<file path="config.mk">
export PLATFORM = sky130hd
export DESIGN_NAME = sc_backg_scroll_ctrl
export DESIGN_NICKNAME = d
export VERILOG_FILES = /design/src/rtl/sc_backg_pkg.sv /design/src/rtl/sc_backg_tickgen.sv /design/src/rtl/sc_backg_scroll_ctrl.sv
export SDC_FILE = /design/constraint.sdc
export NUM_CORES = 1
export LEC_CHECK = 0
export BUFFER_PORTS_ARGS = -buffer_cell sky130_fd_sc_hd__buf_2
export CAP_MARGIN = 0
export CORE_UTILIZATION = 65
export CTS_CLUSTER_DIAMETER = 150
export DETAILED_ROUTE_END_ITERATION = 16
export GPL_TIMING_DRIVEN = 0
export PLACE_DENSITY_LB_ADDON = 0.2
export SLEW_MARGIN = 20
export SYNTH_ARGS = -nofsm -noshare
export SYNTH_HDL_FRONTEND = slang
export SYNTH_HIERARCHICAL = 1
export SYNTH_SLANG_ARGS = --single-unit
</file>
<file path="constraint.sdc">
create_clock -name SC_BACKGSCROLL_CLOCK_50 -period 4.81 [get_ports SC_BACKGSCROLL_CLOCK_50]
set_clock_uncertainty 0.05 [all_clocks]
set_input_delay 0.962 -clock SC_BACKGSCROLL_CLOCK_50 [delete_from_list [all_inputs] [get_ports SC_BACKGSCROLL_CLOCK_50]]
set_output_delay 0.962 -clock SC_BACKGSCROLL_CLOCK_50 [all_outputs]
set_load 0.01 [all_outputs]
</file>
<file path="src/rtl/sc_backg_pkg.sv">
// Shared definitions for the background scroll controller: state codes,
// shift-select encodings and prescaler defaults.
package sc_backg_pkg;

  localparam int                  PRESCALER_DW_DEFAULT = 23;
  localparam logic [22:0]         BASE_TICKS_DEFAULT   = 23'd5000000;

  localparam logic [1:0]          SHIFT_HOLD = 2'b00;
  localparam logic [1:0]          SHIFT_DOWN = 2'b01;

  typedef enum logic [3:0] {
    S_IDLE   = 4'd0,
    S_CLEAR  = 4'd1,
    S_LOAD   = 4'd2,
    S_WAIT   = 4'd3,
    S_SYNC   = 4'd4,
    S_SHIFT  = 4'd5,
    S_CHECK  = 4'd6,
    S_PAUSED = 4'd7,
    S_OVER   = 4'd8
  } state_e;

endpackage

</file>
<file path="src/rtl/sc_backg_tickgen.sv">
// Level-dependent scroll prescaler: counts enabled cycles and flags the last
// cycle of each period; load_i restarts the period and re-latches the threshold.
module sc_backg_tickgen #(
  parameter int             DW   = 23,
  parameter logic [DW-1:0]  BASE = 23'd5000000,
  parameter int             LW   = 2
) (
  input  logic          clk_i,
  input  logic          rst_ni,
  input  logic          load_i,
  input  logic          en_i,
  input  logic [LW-1:0] level_i,
  output logic          tc_o
);

  localparam logic [DW-1:0] ONE = {{(DW-1){1'b0}}, 1'b1};

  logic [DW-1:0] cnt_q, cnt_d;
  logic [DW-1:0] thr_q, thr_d;

  assign tc_o = (cnt_q == (thr_q - ONE));

  // Holding (en_i low, load_i low) freezes the count, which is how pause works.
  always_comb begin
    cnt_d = cnt_q;
    thr_d = thr_q;
    if (load_i) begin
      cnt_d = '0;
      thr_d = BASE >> level_i;
    end else if (en_i) begin
      cnt_d = tc_o ? '0 : (cnt_q + ONE);
    end
  end

  always_ff @(posedge clk_i or negedge rst_ni) begin
    if (!rst_ni) begin
      cnt_q <= '0;
      thr_q <= BASE;
    end else begin
      cnt_q <= cnt_d;
      thr_q <= thr_d;
    end
  end

endmodule

</file>
<file path="src/rtl/sc_backg_scroll_ctrl.sv">
// Background row-bank sequencer: clear/load on start, then paced shifts that
// wait for the scanner to be between frames, stopping at game-over.
module sc_backg_scroll_ctrl
  import sc_backg_pkg::*;
#(
  parameter int                            PRESCALER_DATAWIDTH = PRESCALER_DW_DEFAULT,
  parameter logic [PRESCALER_DATAWIDTH-1:0] BASE_TICKS         = PRESCALER_DATAWIDTH'(BASE_TICKS_DEFAULT),
  parameter int                            LEVEL_WIDTH         = 2,
  parameter int                            ROW_WIDTH           = 8
) (
  input  logic                   SC_BACKGSCROLL_CLOCK_50,
  input  logic                   SC_BACKGSCROLL_RESET_InLow,
  input  logic                   SC_BACKGSCROLL_startButton_InLow,
  input  logic                   SC_BACKGSCROLL_pauseButton_InLow,
  input  logic [LEVEL_WIDTH-1:0] SC_BACKGSCROLL_level_InBUS,
  input  logic [ROW_WIDTH-1:0]   SC_BACKGSCROLL_bottomRow_InBUS,
  input  logic                   SC_BACKGSCROLL_frameBusy_In,
  output logic                   SC_BACKGSCROLL_clear_OutLow,
  output logic                   SC_BACKGSCROLL_load_OutLow,
  output logic [1:0]             SC_BACKGSCROLL_shiftselection_Out,
  output logic                   SC_BACKGSCROLL_shiftDone_Out,
  output logic                   SC_BACKGSCROLL_gameOver_Out,
  output logic [3:0]             SC_BACKGSCROLL_state_Out
);

  state_e state_q, state_d;
  logic   from_sync_q, from_sync_d;
  logic   start_q, pause_q;
  logic   start_ev, pause_ev;
  logic   tick_load, tick_en, tick_tc;

  // Buttons idle high; an event is the first low sample after a high one.
  assign start_ev = start_q & ~SC_BACKGSCROLL_startButton_InLow;
  assign pause_ev = pause_q & ~SC_BACKGSCROLL_pauseButton_InLow;

  sc_backg_tickgen #(
    .DW   (PRESCALER_DATAWIDTH),
    .BASE (BASE_TICKS),
    .LW   (LEVEL_WIDTH)
  ) u_tickgen (
    .clk_i   (SC_BACKGSCROLL_CLOCK_50),
    .rst_ni  (SC_BACKGSCROLL_RESET_InLow),
    .load_i  (tick_load),
    .en_i    (tick_en),
    .level_i (SC_BACKGSCROLL_level_InBUS),
    .tc_o    (tick_tc)
  );

  always_comb begin
    state_d     = state_q;
    from_sync_d = from_sync_q;
    tick_load   = 1'b0;
    tick_en     = 1'b0;
    case (state_q)
      S_IDLE:  if (start_ev) state_d = S_CLEAR;
      S_CLEAR: state_d = S_LOAD;
      S_LOAD: begin
        state_d   = S_WAIT;
        tick_load = 1'b1;
      end
      S_WAIT: begin
        tick_en = 1'b1;
        // A pause on the period's last cycle resumes into SYNC, keeping the period exact.
        if (pause_ev) begin
          state_d     = S_PAUSED;
          from_sync_d = tick_tc;
        end else if (tick_tc) begin
          state_d = S_SYNC;
        end
      end
      S_SYNC: begin
        if (pause_ev) begin
          state_d     = S_PAUSED;
          from_sync_d = 1'b1;
        end else if (!SC_BACKGSCROLL_frameBusy_In) begin
          state_d = S_SHIFT;
        end
      end
      S_SHIFT: state_d = S_CHECK;
      S_CHECK: begin
        if (|SC_BACKGSCROLL_bottomRow_InBUS) begin
          state_d = S_OVER;
        end else begin
          state_d   = S_WAIT;
          tick_load = 1'b1;
        end
      end
      S_PAUSED: if (pause_ev) state_d = from_sync_q ? S_SYNC : S_WAIT;
      S_OVER:   if (start_ev) state_d = S_CLEAR;
      default:  state_d = S_IDLE;
    endcase
  end

  always_ff @(posedge SC_BACKGSCROLL_CLOCK_50 or negedge SC_BACKGSCROLL_RESET_InLow) begin
    if (!SC_BACKGSCROLL_RESET_InLow) begin
      state_q     <= S_IDLE;
      from_sync_q <= 1'b0;
      start_q     <= 1'b1;
      pause_q     <= 1'b1;
    end else begin
      state_q     <= state_d;
      from_sync_q <= from_sync_d;
      start_q     <= SC_BACKGSCROLL_startButton_InLow;
      pause_q     <= SC_BACKGSCROLL_pauseButton_InLow;
    end
  end

  assign SC_BACKGSCROLL_clear_OutLow       = (state_q != S_CLEAR);
  assign SC_BACKGSCROLL_load_OutLow        = (state_q != S_LOAD);
  assign SC_BACKGSCROLL_shiftselection_Out = (state_q == S_SHIFT) ? SHIFT_DOWN : SHIFT_HOLD;
  assign SC_BACKGSCROLL_shiftDone_Out      = (state_q == S_CHECK);
  assign SC_BACKGSCROLL_gameOver_Out       = (state_q == S_OVER);
  assign SC_BACKGSCROLL_state_Out          = state_q;

endmodule

</file>
==> metrics <==
antenna violations before repair 0; Clk pwr share 13.9%; cts bufs inserted 5; nets 403; via/cell ratio 6.28; Post-CTS Resized 0; Post-Syn Area 3120 um2; commonest non-fill, non-tap cell in the layout nand2_1; Tmin final 3630 ps; post-synthesis register bit count 42; Area Growth Syn to Fin 8.81%; Cells after DPL 425; Post-route DRC 0; max capacitance violation total 0; via count 2718; CTS H-tree lvls 2; CTS tree built; worst-path cell chain buf_6 -> inv_1 -> ha_1 -> nor3b_1 -> nand2_1 -> or3b_1 -> a21oi_2 -> nand4_4 -> nor2_1 -> nand2b_1 -> a31oi_1 -> nor2_1 -> a211o_1; Setup Viol. Count Final 0; Seq/Total Area, Yosys 34.0%; synthesized area per cell 8.92 um2; Sw Ratio 44.8%; Slew Limit Headroom 36.7%; drt first-iter violations 323; critical path's largest stage delay 540 ps; layout cells sized above 1 21.8%; Post-DRT Antenna Nets 0; CP Capture Type register; most frequent CP cell nor2_1; Pins Over Slew Limit 0; Root Driver clkbuf_8; Critical Path RT 4940 ps; clock latency at the later pin of the worst-skew pair 300 ps; Post-CTS Hold Buffers 0; vias in the first global route 2606; leakage 1.38 nW; Main synth FF type dfrtp_1; Pwr Density 503 nW/um2; Peak Freq 276 MHz; Startpoint Class register; total negative setup slack 0 ps; Tot GR Track Use 30.6%; Core Util, Final 76.0%; worst r2r path cells 13; logic gate share of total power 54.7%; Die ar. 5090 um2; wirelength, routed 7060 um; Worst-path clk slew 80 ps; Die H 71.3 um; Hold Violations, Final 0; Switching Power 0.000766 W; Syn Inst Count 350; post-CTS setup buffer count 0; worst hold path type reg2reg; Clock Path Buffers 2; commonest non-fill, non-tap cells in the layout nand2_1, dfrtp_1, buf_2, nor2_1; I/O pin cnt 25; Port-buffer cells 23; Worst Tran Pin Value 950 ps; VDD IR max 0.383 mV; Clock Sink Count 42; TritonRoute pass-1 iters 4; sequential group share of total power 31.4%; Synth async-reset ratio 100%; WL per Instance 16.3 um; Synth cell types 71; Core Region 4470 um2; diode count 0; final non-filler cell total 433; syn nets 373; die width 71.3 um; number of synthesized flops with an enable pin 0; Synth Warn # 6; crit path max-delay cell type nor3b_1; first-pass GRT wire length 12000 um; Initial Util 69.8%; unrepaired setup endpoints after global routing false; Cells on Worst Hold Path 2; RR Startpoint u_tickgen/thr_q[20]; outcome finished clean; Pwr Total 0.00171 W; period utilization 75.4%; worst-path maximum fanout 10; RePlAce Congestion 0.940; CP arrival 3760 ps; R2R Setup Slk 1180 ps; grt ovf 0; internal power 0.000943 W; Crit Reg-Reg Endpoint SC_BACKGSCROLL_state_Out[2]; Hold Path End u_tickgen/thr_q[8]; Final HPWL DP 5180 um; Hold Path Origin u_tickgen/thr_q[8]; row cnt 24; largest net degree at the start of global routing 43; critical path class reg2reg
worst max path at each step:
stage,from,endpoint,slack [ps],cells after the start
6_report,u_tickgen/thr_q[20],SC_BACKGSCROLL_state_Out[2],1180,13
2_1_floorplan,u_tickgen/thr_q[20],SC_BACKGSCROLL_state_Out[2],1770,13
3_3_place_gp,u_tickgen/thr_q[20],SC_BACKGSCROLL_state_Out[2],1260,13
4_1_cts,u_tickgen/thr_q[20],SC_BACKGSCROLL_state_Out[2],1230,13
3_5_place_dp,u_tickgen/thr_q[20],SC_BACKGSCROLL_state_Out[2],1240,13
5_1_grt,u_tickgen/thr_q[20],SC_BACKGSCROLL_state_Out[2],980,13
flip-flops by register name (all words and copies together) (netlist names):
register,cells
u_tickgen/cnt_q,23
SC_BACKGSCROLL_state_Out,4
u_tickgen/thr_q,12
start_q,1
pause_q,1
from_sync_q,1
cell families (layout without fill, tap and decap cells):
logic type                 count (synthesis)  after routing  synth area share [%]
AOI/OAI and AO/OA                         74             74                  17.6
xor gates and xnor gates                  34             34                  10.0
adders and majority gates                  8              8                  3.21
buffers and inverters                     35             66                  5.57
DFF                                       42             42                  34.0
muxes                                      6              6                  2.12
other                                      1              1                 0.120
and+or+nand+nor                          150            150                  27.4
metal layers:
metal  vias to the layer above  routed length (um)  global-route usage, %
li1                       1301                   -                      -
met1                      1303                3080                   40.4
met2                       102                3370                   49.9
met3                        12                 452                   4.78
met4                         0                 160                   13.6
met5                         -                   0                      0
stage by stage:
stage          setup WS (ps)  hold slack (ps)  cell area (um2)
4_1_cts                 1230              489             3400
6_report                1180              489             3400
3_5_place_dp            1240              476             3300
5_1_grt                  977              512             3400
2_1_floorplan           1770              438             3120
3_3_place_gp            1260              469             3300
critical path: cells and delay by family (launching register included):
kind                     cells  cell delay (ps)
buffers and inverters        2              240
flip-flops                   1              420
AND/OR/NAND/NOR              7             1740
AO/OA/AOI/OAI                3              790
adder cells (fa/ha/maj)      1              260
cell usage after synthesis (all sizes together), types with 10 or more instances:
| master | instances | area, um2 |
|---|---|---|
| nor2 | 37 | 164 |
| xnor2 | 17 | 149 |
| dfrtp | 34 | 851 |
| buf | 11 | 83.8 |
| o21ai | 14 | 70.1 |
| xor2 | 16 | 140 |
| nand2 | 36 | 135 |
| a21oi | 18 | 93.8 |
| inv | 14 | 52.6 |
| nor3 | 10 | 65.1 |
| clkbuf | 10 | 37.5 |
final cells by class:
| class | instances | area [um2] |
|---|---|---|
| Tap cell | 52 | 65.1 |
| Inverter | 14 | 52.6 |
| Clock inverter | 2 | 12.5 |
| Buffer | 21 | 121 |
| Multi-Input combinational cell | 273 | 1890 |
| Timing Repair Buffer | 23 | 115 |
| Fill cell | 324 | 1080 |
| Clock buffer | 6 | 82.6 |
| Sequential cell | 42 | 1060 |
power by group through the flow:
stage / Combinational, W / Clock [W] / Sequential [W]
4_1_cts: 0.000924 / 0.000245 / 0.000533
5_1_grt: 0.00103 / 0.000261 / 0.000545
3_5_place_dp: 0.000919 / 0 / 0.000539
2_1_floorplan: 0.000713 / 0 / 0.000524
3_3_place_gp: 0.000894 / 0 / 0.000535
6_report: 0.000934 / 0.000238 / 0.000537
Power figures use the tool's default switching activity.
